--- config.mk ---
export PLATFORM = sky130hd
export DESIGN_NAME = stim_pulse_gen
export DESIGN_NICKNAME = d
export VERILOG_FILES = /design/src/rtl/stim_pulse_gen.sv
export SDC_FILE = /design/constraint.sdc
export NUM_CORES = 1
export LEC_CHECK = 0
export CORE_MARGIN = 8
export CORE_UTILIZATION = 57
export CTS_BUF_LIST = sky130_fd_sc_hd__clkbuf_8
export CTS_CLUSTER_DIAMETER = 30
export DETAILED_ROUTE_END_ITERATION = 12
export PLACE_DENSITY = 0.83
export SLEW_MARGIN = 10
export SYNTH_ARGS = -nofsm -noshare
export SYNTH_HDL_FRONTEND = slang
export SYNTH_SLANG_ARGS = --single-unit
--- constraint.sdc ---
create_clock -name clk -period 2.8 [get_ports clk]
set_input_delay 0.84 -clock clk [delete_from_list [all_inputs] [get_ports clk]]
set_output_delay 0.84 -clock clk [all_outputs]
set_load 0.01 [all_outputs]
--- src/rtl/stim_pulse_gen.sv ---
// Two-pulse stimulus sequencer.
// One accepted start produces: wait dly1, stim1 for plen cycles, wait dly2, then stim2 for
// plen cycles. Delay and length values are captured when the sequence starts. A value of 0
// behaves as 1. done strobes as stim2 falls, and seq_cnt counts completed sequences.
module stim_pulse_gen #(
  parameter int unsigned CNT_W = 16,
  parameter int unsigned LEN_W = 8
) (
  input  logic             clk,
  input  logic             rst,
  input  logic             start,
  input  logic             abort,
  input  logic [CNT_W-1:0] dly1,
  input  logic [CNT_W-1:0] dly2,
  input  logic [LEN_W-1:0] plen,
  output logic             stim1,
  output logic             stim2,
  output logic             busy,
  output logic             done,
  output logic [7:0]       seq_cnt
);

  localparam logic [CNT_W-1:0] CntOne = CNT_W'(1);
  localparam logic [LEN_W-1:0] LenOne = LEN_W'(1);

  typedef enum logic [2:0] {
    StIdle,
    StWait1,
    StPulse1,
    StWait2,
    StPulse2
  } state_e;

  state_e           r_state;
  state_e           w_state_d;

  // Captured sequence parameters; dly1 goes straight into the delay counter.
  logic [CNT_W-1:0] r_dly2;
  logic [LEN_W-1:0] r_plen;

  // Counters hold "cycles remaining minus one", so a phase ends when the counter reads 0.
  logic [CNT_W-1:0] r_dly_cnt;
  logic [CNT_W-1:0] w_dly_cnt_d;
  logic [LEN_W-1:0] r_len_cnt;
  logic [LEN_W-1:0] w_len_cnt_d;

  logic             r_stim1;
  logic             r_stim2;
  logic             r_done;
  logic [7:0]       r_seq_cnt;
  logic             w_stim1_d;
  logic             w_stim2_d;
  logic             w_done_d;
  logic [7:0]       w_seq_cnt_d;

  logic             w_dly_zero;
  logic             w_len_zero;
  logic [CNT_W-1:0] w_dly1_ld;
  logic [CNT_W-1:0] w_dly2_ld;
  logic [LEN_W-1:0] w_plen_ld;

  assign w_dly_zero = (r_dly_cnt == '0);
  assign w_len_zero = (r_len_cnt == '0);

  // Load values: effective length minus one, with 0 treated as 1 so nothing ever wraps.
  assign w_dly1_ld = (dly1 == '0) ? '0 : dly1 - CntOne;
  assign w_dly2_ld = (r_dly2 == '0) ? '0 : r_dly2 - CntOne;
  assign w_plen_ld = (r_plen == '0) ? '0 : r_plen - LenOne;

  // State register and all registered outputs/datapath.
  always_ff @(posedge clk) begin
    if (rst) begin
      r_state   <= StIdle;
      r_dly2    <= '0;
      r_plen    <= '0;
      r_dly_cnt <= '0;
      r_len_cnt <= '0;
      r_stim1   <= 1'b0;
      r_stim2   <= 1'b0;
      r_done    <= 1'b0;
      r_seq_cnt <= '0;
    end else begin
      r_state   <= w_state_d;
      r_dly_cnt <= w_dly_cnt_d;
      r_len_cnt <= w_len_cnt_d;
      r_stim1   <= w_stim1_d;
      r_stim2   <= w_stim2_d;
      r_done    <= w_done_d;
      r_seq_cnt <= w_seq_cnt_d;
      if (r_state == StIdle && start) begin
        r_dly2 <= dly2;
        r_plen <= plen;
      end
    end
  end

  // Next-state decode; abort wins over phase completion, start wins over abort in idle.
  always_comb begin
    w_state_d = r_state;
    unique case (r_state)
      StIdle: begin
        if (start) w_state_d = StWait1;
      end
      StWait1: begin
        if (abort)           w_state_d = StIdle;
        else if (w_dly_zero) w_state_d = StPulse1;
      end
      StPulse1: begin
        if (abort)           w_state_d = StIdle;
        else if (w_len_zero) w_state_d = StWait2;
      end
      StWait2: begin
        if (abort)           w_state_d = StIdle;
        else if (w_dly_zero) w_state_d = StPulse2;
      end
      StPulse2: begin
        if (abort)           w_state_d = StIdle;
        else if (w_len_zero) w_state_d = StIdle;
      end
      default: w_state_d = StIdle;
    endcase
  end

  // Counter next values: load on phase entry, count down within a phase.
  always_comb begin
    w_dly_cnt_d = r_dly_cnt;
    w_len_cnt_d = r_len_cnt;
    unique case (r_state)
      StIdle: begin
        if (start) w_dly_cnt_d = w_dly1_ld;
      end
      StWait1: begin
        if (!w_dly_zero) w_dly_cnt_d = r_dly_cnt - CntOne;
        else             w_len_cnt_d = w_plen_ld;
      end
      StPulse1: begin
        if (!w_len_zero) w_len_cnt_d = r_len_cnt - LenOne;
        else             w_dly_cnt_d = w_dly2_ld;
      end
      StWait2: begin
        if (!w_dly_zero) w_dly_cnt_d = r_dly_cnt - CntOne;
        else             w_len_cnt_d = w_plen_ld;
      end
      StPulse2: begin
        if (!w_len_zero) w_len_cnt_d = r_len_cnt - LenOne;
      end
      default: begin
        w_dly_cnt_d = '0;
        w_len_cnt_d = '0;
      end
    endcase
  end

  // Output decode from the next state, so stim edges line up with state transitions.
  always_comb begin
    w_stim1_d   = (w_state_d == StPulse1);
    w_stim2_d   = (w_state_d == StPulse2);
    w_done_d    = (r_state == StPulse2) && w_len_zero && !abort;
    // 8-bit counter wraps naturally from 255 to 0.
    w_seq_cnt_d = r_seq_cnt + {7'd0, w_done_d};
  end

  assign stim1   = r_stim1;
  assign stim2   = r_stim2;
  assign done    = r_done;
  assign seq_cnt = r_seq_cnt;
  assign busy    = (r_state != StIdle);

endmodule

# Word level (Yosys, flattened, before mapping)
# Cells that the tools add are included.
# Widths: inputs -> output; s select.
[totals]
elab_cells = 63
output_inout_bits = 12
ff_bits = 62
[classes]
muxes = 20
n_reduce_logical = 15
n_bitwise = 2
n_eq_ne = 11
add_sub_neg = 6
[op_table]
columns = ["operator", "count"]
rows = [
  ["$mux 16", 5],
  ["$pmux 16 s4", 1],
  ["$logic_not 16->1", 3],
  ["$sub 16x1->16 const B", 3],
  ["$mux 3", 9],
  ["$mux 8", 3],
  ["$pmux 8 s3", 1],
  ["$logic_not 8->1", 2],
  ["$sub 8x1->8 const B", 2],
  ["$pmux 3 s5", 1],
  ["$eq 3x2->1 const B", 3],
  ["$add 8x1->8", 1],
  ["$ne 2x2->1 const B", 4],
  ["$eq 3x3->1 const B", 2],
  ["$reduce_and 4->1", 1],
  ["$reduce_or 2->1", 2],
  ["$eq 3x1->1 const B", 1],
  ["$logic_and 1x1->1", 3],
  ["$logic_not 3->1", 1],
  ["$reduce_and 3->1", 1],
  ["$reduce_bool 3->1", 1],
  ["$ne 2x1->1 const B", 1],
  ["$not 1->1", 2],
  ["$logic_not 1->1", 1],
]

# Logic depth before layout (Yosys ltp)
[depth]
ltp_word = 5
depth_mapped = 11
depth_no_buf = 10

# Least setup slack after synthesis
# No wires, ideal clock.
[synth_path]
kind = "input -> register"
from = "input dly1[8]"
to = "register r_dly_cnt[14]"
cell_stages = 7
arrival_time_ps = 2298
path_slack_ps = 382
setup_ps = 120
path_buffers = 1
cell_sequence = "nor4_2 -> nand2_1 -> o41ai_2 -> buf_2 -> o22ai_1 -> a311oi_1 -> o21ai_1"
[synth_between]
elab_chain_len = 4
word_cells_on_any_way = 5
cone_classes = "add/sub: 1; mux: 3; reduce/logical: 1"
[synth_lines]
columns = ["item", "line_no", "source"]
rows = [
  ["from (decl)", "13", "input logic [CNT_W-1:0] dly1,"],
  ["$sub 16x1->16 or $logic_not 16->1 (tied branches)", "66", "assign w_dly1_ld = (dly1 == '0) ? '0 : dly1 - CntOne;"],
  ["$mux 16 *", "66", ""],
  ["$mux 16 *", "130", "if (start) w_dly_cnt_d = w_dly1_ld;"],
  ["$pmux 16 s4 *", "128", "unique case (r_state)"],
  ["to (signal assigned)", "84", "r_dly_cnt <= w_dly_cnt_d;"],
  ["to (decl)", "42", "logic [CNT_W-1:0] r_dly_cnt;"],
]
# Mark *: on every way between the ends. The rest lies on a longest branch, timed or not. The select of a mux whose other input is x is not followed.
# A chain may end at the register's enable or synchronous reset.

# Final worst setup path
[layout_path]
from = "input dly1[5]"
to = "register r_dly_cnt[8]"
# Same word-level chain as after synthesis.

==> impl_metrics.csv <==
group,metric,value,unit
pwr,p_switching,0.805,mW
pwr,power_frac_seq,40.6,%
critical_path,cp_slowest_stage_delay,0.46,ns
synthesis,seq_area_frac_synth,32.2,%
synthesis,synth_edf_count,0,
placement,dp_hpwl,7900,µm
placement,numPortBuffers,55,
route,vias,3934,
global_route,antenna_found_initial,0,
critical_path,r2r_slack,0.31,ns
pwr,cellInternalPower,1.66,mW
synthesis,postSynthCellCount,495,
sta,worst_pin_slew,0.755,ns
final_layout,num_antenna_cells,0,
critical_path,rr_endpoint,"seq_cnt[7]$_SDFF_PP0_",
sta,setup_viol,0,
critical_path,cp_cell_sequence,"clkdlybuf4s50_1 > nor4_4 > buf_4 > nand2_1 > or3_1 > xor2_1 > o221ai_1 > a22o_1",
clock_network,clkLatencyLatePin,0.34,ns
status,status,"finished, final reports clean",
critical_path,startpoint,"dly1[5]",
clock_network,cts_tree,"done",
floorplanning,dieArea,9660,µm²
global_route,grt_pass1_vias,3811,
clock_network,ctsLongestPathBuffers,2,
sta,post-route-period-util,90.5,%
min_path,hold_class,"register to register",
clock_network,cts_made_buffers,9,
critical_path,cp_top_family,"simple AND/OR/NAND/NOR gates",
critical_path,endpoint,"r_dly_cnt[8]$_SDFFE_PP0P_",
critical_path,crit_required,3.04,ns
global_route,gr-usage-all-layers,21.6,%
final_layout,nets,625,
synthesis,async_flop_share,0,%
pwr,p_per_area,509,nW/µm²
route,drc,0,
global_route,grt_pass1_wl,17400,µm
pwr,p_clk_share,32.2,%
critical_path,reg2regPathDepth,10,
critical_path,crit_cells,8,
route,drt_iter0_markers,291,
clock_network,cts_resized,0,
clock_network,cts_root_buf,"clkbuf_8",
global_route,grt_start_max_net_pins,28,
sta,worst_slack,0.267,ns
final_layout,fillers,535,
clock_network,cts_hold_buffers,0,
synthesis,yosysTopAreaCell,"dfxtp_1",
final_layout,syn2layout_area_growth,25.5,%
synthesis,ys_ff_latch,62,
floorplanning,num_rows,30,
placement,placed_area,4640,µm²
final_layout,multi_input_area,2450,µm²
critical_path,critPathSlowestCell,"clkdlybuf4s50_1",
final_layout,fin_area,4840,µm²
critical_path,crit_arrival,2.77,ns
clock_network,cts_htree_levels,3,
placement,gp_congestion,0.901,
critical_path,crit_type,"input port to register",
critical_path,critPathLaunchType,"input port",
synthesis,synth.area.top_cells,"dfxtp_1 32%, nand2_1 8.4%, a21oi_1 6.1%",
route,wirelength,10400,µm
placement,post-place-ws,-0.0557,ns
pwr,comb_power_share,27.2,%
pwr,p_sw_share,32.7,%
clock_network,cts_setup_buffers,0,
sta,min_period,2.53,ns
final_layout,layout-drive-gt1-share,11.6,%
sta,drv_slew,0,
floorplanning,die_w,98.3,µm
floorplanning,core_area,6680,µm²
sta,finClkSkew,0.0115,ns
sta,fin_tns_setup,0,ns
synthesis,ys.flop_type,"dfxtp_1",
sta,hold_viol_final,0,
pwr,leakage,1.85,nW
synthesis,synth_cell_types,64,
floorplanning,die_y,98.3,µm
sta,slew_headroom,49.5,%
run,drv_cap,0,
synthesis,syn_area,3860,µm²
synthesis,synth_warnings,0,
floorplanning,io_pins,56,
floorplanning,initial_core_util,57.8,%
route,antenna_left,0,
critical_path,rr_startpoint,"r_len_cnt[0]$_SDFFE_PP0P_",
synthesis,synth_common_cells,"86 x nand2_1, 62 x dfxtp_1, 47 x a21oi_1",
critical_path,cp_num_buf_inv,2,
synthesis,synth_top_cell_area_share,32.2,%
synthesis,yosysMostFrequentCell,"nand2_1",
critical_path,endpoint_kind,"register",
route,avgViaCountPerCell,6.00,
clock_network,cts.clk_slew.worst_paths,0.08,ns
route,wire_per_inst,15.8,µm
synthesis,syn_nets,549,
sta,max_freq,395,MHz
pwr,ir_drop,0.000340,V
sta,rsz0062_at_grt,"no",
clock_network,cts_sinks,62,
final_layout,regArea,1240,µm²
critical_path,path_max_fanout,7,
route,drt_pass1_iterations,5,
global_route,grt.overflow.total,0,
synthesis,syn_area_per_cell,7.80,µm²
[cell usage in the layout (no fill, tap or decap), types with 5 or more instances in the layout]
cell type and count:
buf_4 30, clkbuf_8 9, a211oi_1 5, nor2_1 40, o21ai_0 10, dfxtp_1 62
ha_1 10, nor3_1 12, nand4_1 8, xor2_1 24, nor2b_1 5, clkdlybuf4s50_1 54
inv_1 21, or4_1 6, nor4_1 8, o21ai_1 7, xnor2_1 21, nand2_1 86
a21oi_1 47, o22ai_1 11, or3_1 10, nand3_1 10
[power by group through the flow]
| stage | Clock (mW) | Combinational [mW] | Sequential (mW) |
|---|---|---|---|
| 3_5_place_dp | 0 | 0.655 | 1.02 |
| 6_report | 0.793 | 0.671 | 0.999 |
| 5_1_grt | 0.840 | 0.736 | 1.01 |
| 3_3_place_gp | 0 | 0.641 | 1.02 |
| 2_1_floorplan | 0 | 0.441 | 1.00 |
| 4_1_cts | 0.800 | 0.661 | 0.998 |
[cell type report]
| class | instances | area share, % |
|---|---|---|
| well taps | 80 | 2.07 |
| clock buffers | 9 | 2.56 |
| flip-flops and latches | 62 | 25.6 |
| repair buffers | 85 | 15.9 |
| inverters | 21 | 1.63 |
| multi-input cells | 392 | 50.7 |
| clock inverters | 7 | 1.52 |
[flip-flops by register name, indices dropped and copies added, names as in the netlist]
| name | cells |
|---|---|
| done | 1 |
| stim2 | 1 |
| r_dly2 | 16 |
| seq_cnt | 8 |
| r_plen | 8 |
| stim1 | 1 |
| r_state | 3 |
| r_dly_cnt | 16 |
| r_len_cnt | 8 |
[kinds of logic after synthesis]
group           after synthesis  synth area share, %
compound gates              122                 21.2
flops                        62                 32.2
buf+inv                      41                 4.34
mux                           4                 1.07
fa+ha+maj                    12                 3.76
simple gates                209                 27.2
xor+xnor                     45                 10.2
[through the flow]
step / util [%] / hold slack [ns] / total power [mW] / std cells
4_1_cts: 72.4 / 0.482 / 2.46 / 656
2_1_floorplan: - / 0.444 / 1.45 / 495
3_5_place_dp: 69.5 / 0.471 / 1.67 / 640
3_3_place_gp: 69.5 / 0.462 / 1.66 / 640
5_1_grt: 72.5 / 0.507 / 2.58 / 656
6_report: 72.5 / 0.484 / 2.46 / 656
[worst min-delay path by stage]
stage,cells past startpoint,start,to,slack [ns]
2_1_floorplan,2,r_dly2[15]$_SDFFE_PP0P_,r_dly2[15]$_SDFFE_PP0P_,0.44
3_3_place_gp,2,r_dly2[15]$_SDFFE_PP0P_,r_dly2[15]$_SDFFE_PP0P_,0.46
3_5_place_dp,2,r_dly2[15]$_SDFFE_PP0P_,r_dly2[15]$_SDFFE_PP0P_,0.47
4_1_cts,2,r_dly_cnt[14]$_SDFFE_PP0P_,r_dly_cnt[14]$_SDFFE_PP0P_,0.48
5_1_grt,2,r_dly_cnt[0]$_SDFFE_PP0P_,r_dly_cnt[0]$_SDFFE_PP0P_,0.51
6_report,2,r_dly2[13]$_SDFFE_PP0P_,r_dly2[13]$_SDFFE_PP0P_,0.48
[layer usage]
| layer | up-vias | track usage [%] | part of all wire, % |
|---|---|---|---|
| li1 | 1932 | - | - |
| met1 | 1842 | 27.0 | 44 |
| met2 | 135 | 35.7 | 47 |
| met3 | 25 | 4.13 | 6.5 |
| met4 | 0 | 8.74 | 2.3 |
| met5 | - | 0 | 0 |
[worst register-to-register path, stage by stage (launching register included)]
cell and delay (ns):
dfxtp_1 0.35, inv_1 0.08, ha_1 0.18, or3b_1 0.46
or2_1 0.35, nor3_1 0.20, ha_1 0.20, and3_1 0.22
nand3_1 0.12, xor2_1 0.16, nor2_1 0.05
No activity file was read; power rests on OpenSTA's default activity.
